## config.mk

```make
export PLATFORM = sky130hd
export DESIGN_NAME = mean_seq_ctrl
export DESIGN_NICKNAME = d
export VERILOG_FILES = /design/src/rtl/mean_seq_ctrl.sv
export SDC_FILE = /design/constraint.sdc
export NUM_CORES = 1
export LEC_CHECK = 0
export BUFFER_PORTS_ARGS = -buffer_cell sky130_fd_sc_hd__buf_4
export CORE_ASPECT_RATIO = 2
export CORE_MARGIN = 8
export CORE_UTILIZATION = 55
export DETAILED_ROUTE_END_ITERATION = 6
export PLACE_DENSITY = 0.76
export SLEW_MARGIN = 20
export SYNTH_ARGS = -nofsm -noshare
export SYNTH_HDL_FRONTEND = slang
export SYNTH_SLANG_ARGS = --single-unit
```

## constraint.sdc

```tcl
create_clock -name clk -period 3.7 [get_ports clk]
set_input_delay 0.925 -clock clk [delete_from_list [all_inputs] [get_ports clk]]
set_output_delay 0.925 -clock clk [all_outputs]
set_load 0.02 [all_outputs]
```

## src/rtl/mean_seq_ctrl.sv

```systemverilog
// Byte mean of an N-entry sync ROM via one shared accumulator; optional per-segment outputs under SEG_MEAN_OUT_EN.
// Latency: start accepted at edge E, done pulses in cycle E+N+3 (35 cycles for N=32).
// Backpressure: start honoured only while ready=1; requests during a run are dropped, not queued.
module mean_seq_ctrl #(
    parameter int DW   = 8,
    parameter int N    = 32,
    parameter int SEGS = 2
) (
    input  logic                          clk,
    input  logic                          rst,
    input  logic                          start,
    input  logic [DW-1:0]                 rom_data,
    output logic                          rom_rd,
    output logic [((N > 1) ? $clog2(N) : 1)-1:0] rom_addr,
    output logic                          ready,
    output logic                          done,
    output logic [DW-1:0]                 mean
`ifdef SEG_MEAN_OUT_EN
    ,
    output logic                          seg_valid,
    output logic [((SEGS > 1) ? $clog2(SEGS) : 1)-1:0] seg_idx,
    output logic [DW-1:0]                 seg_mean
`endif
);

    localparam int AW  = (N > 1) ? $clog2(N) : 1;
    localparam int L   = N / SEGS;
    localparam int LW  = $clog2(L);
    localparam int SW  = (SEGS > 1) ? $clog2(SEGS) : 1;
    localparam int SSH = $clog2(SEGS);

    typedef enum logic [2:0] {
        S_IDLE,
        S_FETCH,
        S_DRAIN,
        S_FINAL,
        S_DONE
    } state_t;

    state_t          state_q, state_d;
    logic            rom_rd_q, rom_rd_d;
    logic [AW-1:0]   rom_addr_q, rom_addr_d;
    logic            ready_q, ready_d;
    logic            done_q, done_d;
    logic [DW-1:0]   mean_q, mean_d;
    logic            cap_q, cap_d;
    logic [AW-1:0]   cap_cnt_q, cap_cnt_d;
    logic [DW+LW-1:0] seg_acc_q, seg_acc_d;
    logic [DW+SW-1:0] msum_q, msum_d;

    logic [DW+LW-1:0] seg_sum;
    logic [DW-1:0]    seg_mean_w;
    logic             seg_last;

    // cap_q marks the cycle in which rom_data answers last cycle's read
    always_comb begin
        seg_sum    = seg_acc_q + (DW+LW)'(rom_data);
        seg_mean_w = DW'(seg_sum >> LW);
        seg_last   = cap_q && ((cap_cnt_q & AW'(L-1)) == AW'(L-1));
    end

    always_comb begin
        state_d    = state_q;
        rom_rd_d   = rom_rd_q;
        rom_addr_d = rom_addr_q;
        ready_d    = ready_q;
        done_d     = 1'b0;
        mean_d     = mean_q;
        cap_d      = rom_rd_q;
        cap_cnt_d  = cap_cnt_q;
        seg_acc_d  = seg_acc_q;
        msum_d     = msum_q;

        case (state_q)
            S_IDLE: begin
                if (start) begin
                    state_d    = S_FETCH;
                    ready_d    = 1'b0;
                    rom_rd_d   = 1'b1;
                    rom_addr_d = '0;
                    cap_cnt_d  = '0;
                    seg_acc_d  = '0;
                    msum_d     = '0;
                end
            end
            S_FETCH: begin
                if (rom_addr_q == AW'(N-1)) begin
                    rom_rd_d = 1'b0;
                    state_d  = S_DRAIN;
                end else begin
                    rom_addr_d = rom_addr_q + 1'b1;
                end
            end
            S_DRAIN: state_d = S_FINAL;
            S_FINAL: begin
                mean_d  = DW'(msum_q >> SSH);
                done_d  = 1'b1;
                state_d = S_DONE;
            end
            S_DONE: begin
                ready_d = 1'b1;
                state_d = S_IDLE;
            end
            default: begin
                state_d  = S_IDLE;
                ready_d  = 1'b1;
                rom_rd_d = 1'b0;
            end
        endcase

        // Segment boundary: fold the completed mean in and restart the accumulator at zero
        if (cap_q) begin
            cap_cnt_d = cap_cnt_q + 1'b1;
            if (seg_last) begin
                seg_acc_d = '0;
                msum_d    = msum_q + (DW+SW)'(seg_mean_w);
            end else begin
                seg_acc_d = seg_sum;
            end
        end
    end

    always_ff @(posedge clk or negedge rst) begin
        if (!rst) begin
            state_q    <= S_IDLE;
            rom_rd_q   <= 1'b0;
            rom_addr_q <= '0;
            ready_q    <= 1'b1;
            done_q     <= 1'b0;
            mean_q     <= '0;
            cap_q      <= 1'b0;
            cap_cnt_q  <= '0;
            seg_acc_q  <= '0;
            msum_q     <= '0;
        end else begin
            state_q    <= state_d;
            rom_rd_q   <= rom_rd_d;
            rom_addr_q <= rom_addr_d;
            ready_q    <= ready_d;
            done_q     <= done_d;
            mean_q     <= mean_d;
            cap_q      <= cap_d;
            cap_cnt_q  <= cap_cnt_d;
            seg_acc_q  <= seg_acc_d;
            msum_q     <= msum_d;
        end
    end

    assign rom_rd   = rom_rd_q;
    assign rom_addr = rom_addr_q;
    assign ready    = ready_q;
    assign done     = done_q;
    assign mean     = mean_q;

`ifdef SEG_MEAN_OUT_EN
    logic            seg_valid_q, seg_valid_d;
    logic [SW-1:0]   seg_idx_q, seg_idx_d;
    logic [DW-1:0]   seg_mean_q, seg_mean_d;

    always_comb begin
        seg_valid_d = seg_last;
        seg_idx_d   = seg_idx_q;
        seg_mean_d  = seg_mean_q;
        if (seg_last) begin
            seg_idx_d  = SW'(cap_cnt_q >> LW);
            seg_mean_d = seg_mean_w;
        end
    end

    always_ff @(posedge clk or negedge rst) begin
        if (!rst) begin
            seg_valid_q <= 1'b0;
            seg_idx_q   <= '0;
            seg_mean_q  <= '0;
        end else begin
            seg_valid_q <= seg_valid_d;
            seg_idx_q   <= seg_idx_d;
            seg_mean_q  <= seg_mean_d;
        end
    end

    assign seg_valid = seg_valid_q;
    assign seg_idx   = seg_idx_q;
    assign seg_mean  = seg_mean_q;
`endif

endmodule

```

==> summary.md <==
| Metric | Value |
|---|---|
| Vias in the first global route | 2074 |
| Nets@finish | approximately 340 |
| Root buffer cell | clkbuf_8 |
| Final Max Tran Viols | 0 |
| Clk slew on worst S/H paths | 0.10 ns |
| Sequential Power Share | 0.274 |
| First-pass DRT Iterations | 4 |
| Area Overhead vs Synth | 25.2% |
| Fraction of layout cells with a size suffix above 1 | 0.253 |
| Setup violations, final | 0 |
| Initial DRC Count | 51 |
| First-pass GRT wire length | between 8000 and 9000 um |
| DRT Wirelength | roughly 5400 um |
| Post-Syn Area | 0.00247 mm^2 |
| Setup crit start kind | input port |
| Fmax | 279 MHz |
| Net load switching power | 1.33 mW |
| Pin count of the biggest net entering global routing | between 40 and 50 |
| Hold-fix buffers, CTS | 0 |
| Number of port buffers | 26 |
| Synth Instances | 258 |
| Fin crit share | 0.967 |
| Avg Inst Size Synth | 9.58 um^2 |
| Status | finished clean |
| ANT cells | 0 |
| Worst relative slew slack | 0.531 |
| Required @ worst endpoint | ~3.9 ns |
| WS Path Type | in2reg |
| PD cells | 1050 mW/mm^2 |
| Main synth FF type | dfrtp_1 |
| Design area | 0.00309 mm^2 |
| Mapped Nets | 291 |
| GRT Overall Usage | 0.153 |
| Synth Area in Compound Gates | 0.151 |
| EDFF count, synth | 0 |
| Initial antenna violation count | 0 |
| Final GP Congestion | approximately 0.87 |
| Crit path time final | 3.58 ns |
| XOR/XNOR Fraction of Synth Area | 0.0673 |
| Proportion of synthesized area in mux cells | 0.0132 |
| Fill cells | 349 |
| CP Data Arrival Time | 3.73 ns |
| Fin Clk Skew | 0.00930 ns |
| Core region area | around 0.0043 mm^2 |
| DRC viols | 0 |
| Die area | between 0.007 and 0.008 mm^2 |
| Worst Max-Slew Pin Slew | 0.701 ns |
| Post-synthesis simple-gate area fraction | 0.169 |
| Worst Path Max Fanout | 4 |
| Gr ovfl total | 0 |
| TritonCTS Sinks | 45 |
| Clock latency on the worst-skew pair | 0.30 ns |
| Crit. End Element | register |
| I/O pins | 27 |
| Routed WL per cell | 14.8 um |
| CTS H-Tree Depth | 2 |
| CTS tree | built |
| Clock buffer depth | 2 |
| Row count | 34 |
| Worst VDD drop | approximately 680 uV |
| Logic gate share of total power | 0.607 |
| Tightest Hold Check Type | reg2reg |
| #FFs+latches synth | 45 |
| Cell variety after synth | 38 |
| Half-perimeter wire length after placement | 3950 um |
| Count of final hold-check violations | 0 |
| Clk pwr share | 0.119 |
| Switching Share | 0.408 |
| Via count | 2013 |
| Fraction of registers with async set/reset | 1.00 |
| Sequential fraction of the synthesis area | 0.456 |
| Die height | 111 um |
| Vias per cell | 5.50 |
| Residual antenna-violating net count after detailed routing | 0 |
| Num CTS Buffers | 5 |
| Largest family of logic cells by synthesized area | simple AND/OR/NAND/NOR gates |
| Max Cap Violations | 0 |
| Warnings, synthesis | 0 |
| Synth Area in Adders | 0.117 |
| Post-Place Cell Area | 0.00289 mm^2 |
| Power Internal | 1.93 mW |
| Initial Utilization | 0.570 |
| P_leak | 1.50 nW |
| Die W | 63.4 um |
| Overall power | 3.26 mW |
## metrics by stage
| step | instances | utilization | setup WS, ns | TNS (ns) | hold slack [ns] |
|---|---|---|---|---|---|
| after global placement | 355 | 0.666 | -0.241 | -0.617 | 0.408 |
| after detailed placement | 355 | 0.666 | -0.297 | -0.815 | 0.412 |
| after CTS | 363 | 0.693 | 0.0380 | 0 | 0.435 |
| after floorplan | 258 | - | 0.0319 | 0 | 0.454 |
| after global routing | 366 | 0.713 | -0.00591 | -0.00979 | 0.450 |
| final | 366 | 0.713 | 0.121 | 0 | 0.433 |
## cell type report
class	instances	area, um^2	area share
repair buffers	52	394	0.127
well taps	54	67.6	0.0218
flip-flops and latches	45	1130	0.364
clock inverters	3	47.5	0.0154
inverters	11	41.3	0.0133
multi-input cells	196	1350	0.436
clock buffers	5	68.8	0.0222
## metal layers
metal	vias up	wire, um	global-route usage
met5	-	0	0
met4	0	114	0.0630
met3	11	232	0.0374
met2	40	2950	0.286
met1	962	2110	0.153
li1	1000	-	-
## kinds of logic after synthesis
| group | after synthesis |
|---|---|
| compound gates | 61 |
| simple gates | 91 |
| flops | 45 |
| buf+inv | 17 |
| fa+ha+maj | 22 |
| xor+xnor | 19 |
| mux | 3 |
## worst paths after layout
check,to,slack [ns],cells after the start,startpoint
worst max-delay path,msum_q[7]$_DFF_PN0_,0.12,15,rom_data[0]
worst min-delay path,cap_q$_DFF_PN0_,0.43,0,rom_rd$_DFFE_PN0P_
worst max register to register,msum_q[7]$_DFF_PN0_,0.44,14,seg_acc_q[0]$_DFFE_PN0P_
worst min register to register,cap_q$_DFF_PN0_,0.43,0,rom_rd$_DFFE_PN0P_
max in group asynchronous,seg_acc_q[9]$_DFFE_PN0P_,2.69,1,rst
min in group asynchronous,seg_acc_q[5]$_DFFE_PN0P_,0.61,1,rst
## power groups by stage
stage,Clock (mW),Combinational [mW],Sequential (mW)
3_5_place_dp,0,1.83,0.896
2_1_floorplan,0,1.10,0.942
4_1_cts,0.396,1.85,0.890
3_3_place_gp,0,1.79,0.895
5_1_grt,0.410,2.20,0.922
6_report,0.388,1.98,0.893
## cell usage in the layout (no fill, tap or decap), drive strengths merged, types with 3 or more instances in the layout
master	n
a21oi	20
a22o	7
and3	3
buf	52
clkbuf	5
dfrtp	44
ha	20
inv	12
nand2	42
nand2b	3
nand3	12
nor2	14
nor2b	3
o21ai	21
o21bai	3
or2	3
xnor2	10
xor2	9
## synthesized netlist by cell type (5+ instances only)
library cell | instances | area share
a21oi_1 | 20 | 0.040
a22o_1 | 7 | 0.025
clkbuf_1 | 5 | 0.0076
dfrtp_1 | 44 | 0.45
ha_1 | 20 | 0.10
inv_1 | 10 | 0.015
nand2_1 | 42 | 0.064
nand3_1 | 12 | 0.024
nor2_1 | 14 | 0.021
o21ai_0 | 21 | 0.043
xnor2_1 | 10 | 0.035
xor2_1 | 9 | 0.032
## critical path: stages
cell and delay, ns:
buf_4 0.12, ha_4 0.16, fa_2 0.39, a21o_1 0.22, a221oi_2 0.30, a21oi_2 0.11
xor2_1 0.15, ha_1 0.32, buf_6 0.14, or2_2 0.28, a21oi_2 0.13, a21oi_1 0.05
a21oi_1 0.18, xor2_1 0.18, o21ai_1 0.08
## timing repair
item / 4_1_cts / 5_1_grt
setup buffers: 0 / 3
endpoints found under the hold margin: 0 / 0
setup endpoints to repair: 0 / 3
gates resized for setup: 0 / 16
## flip-flops by register name, summed over array words and instances, names as in the netlist
signal,flops
ready,1
seg_acc_q,12
state_q,3
mean,8
rom_rd,1
cap_cnt_q,4
done,1
msum_q,9
cap_q,1
rom_addr,5
(Power assumes the default switching activity.)
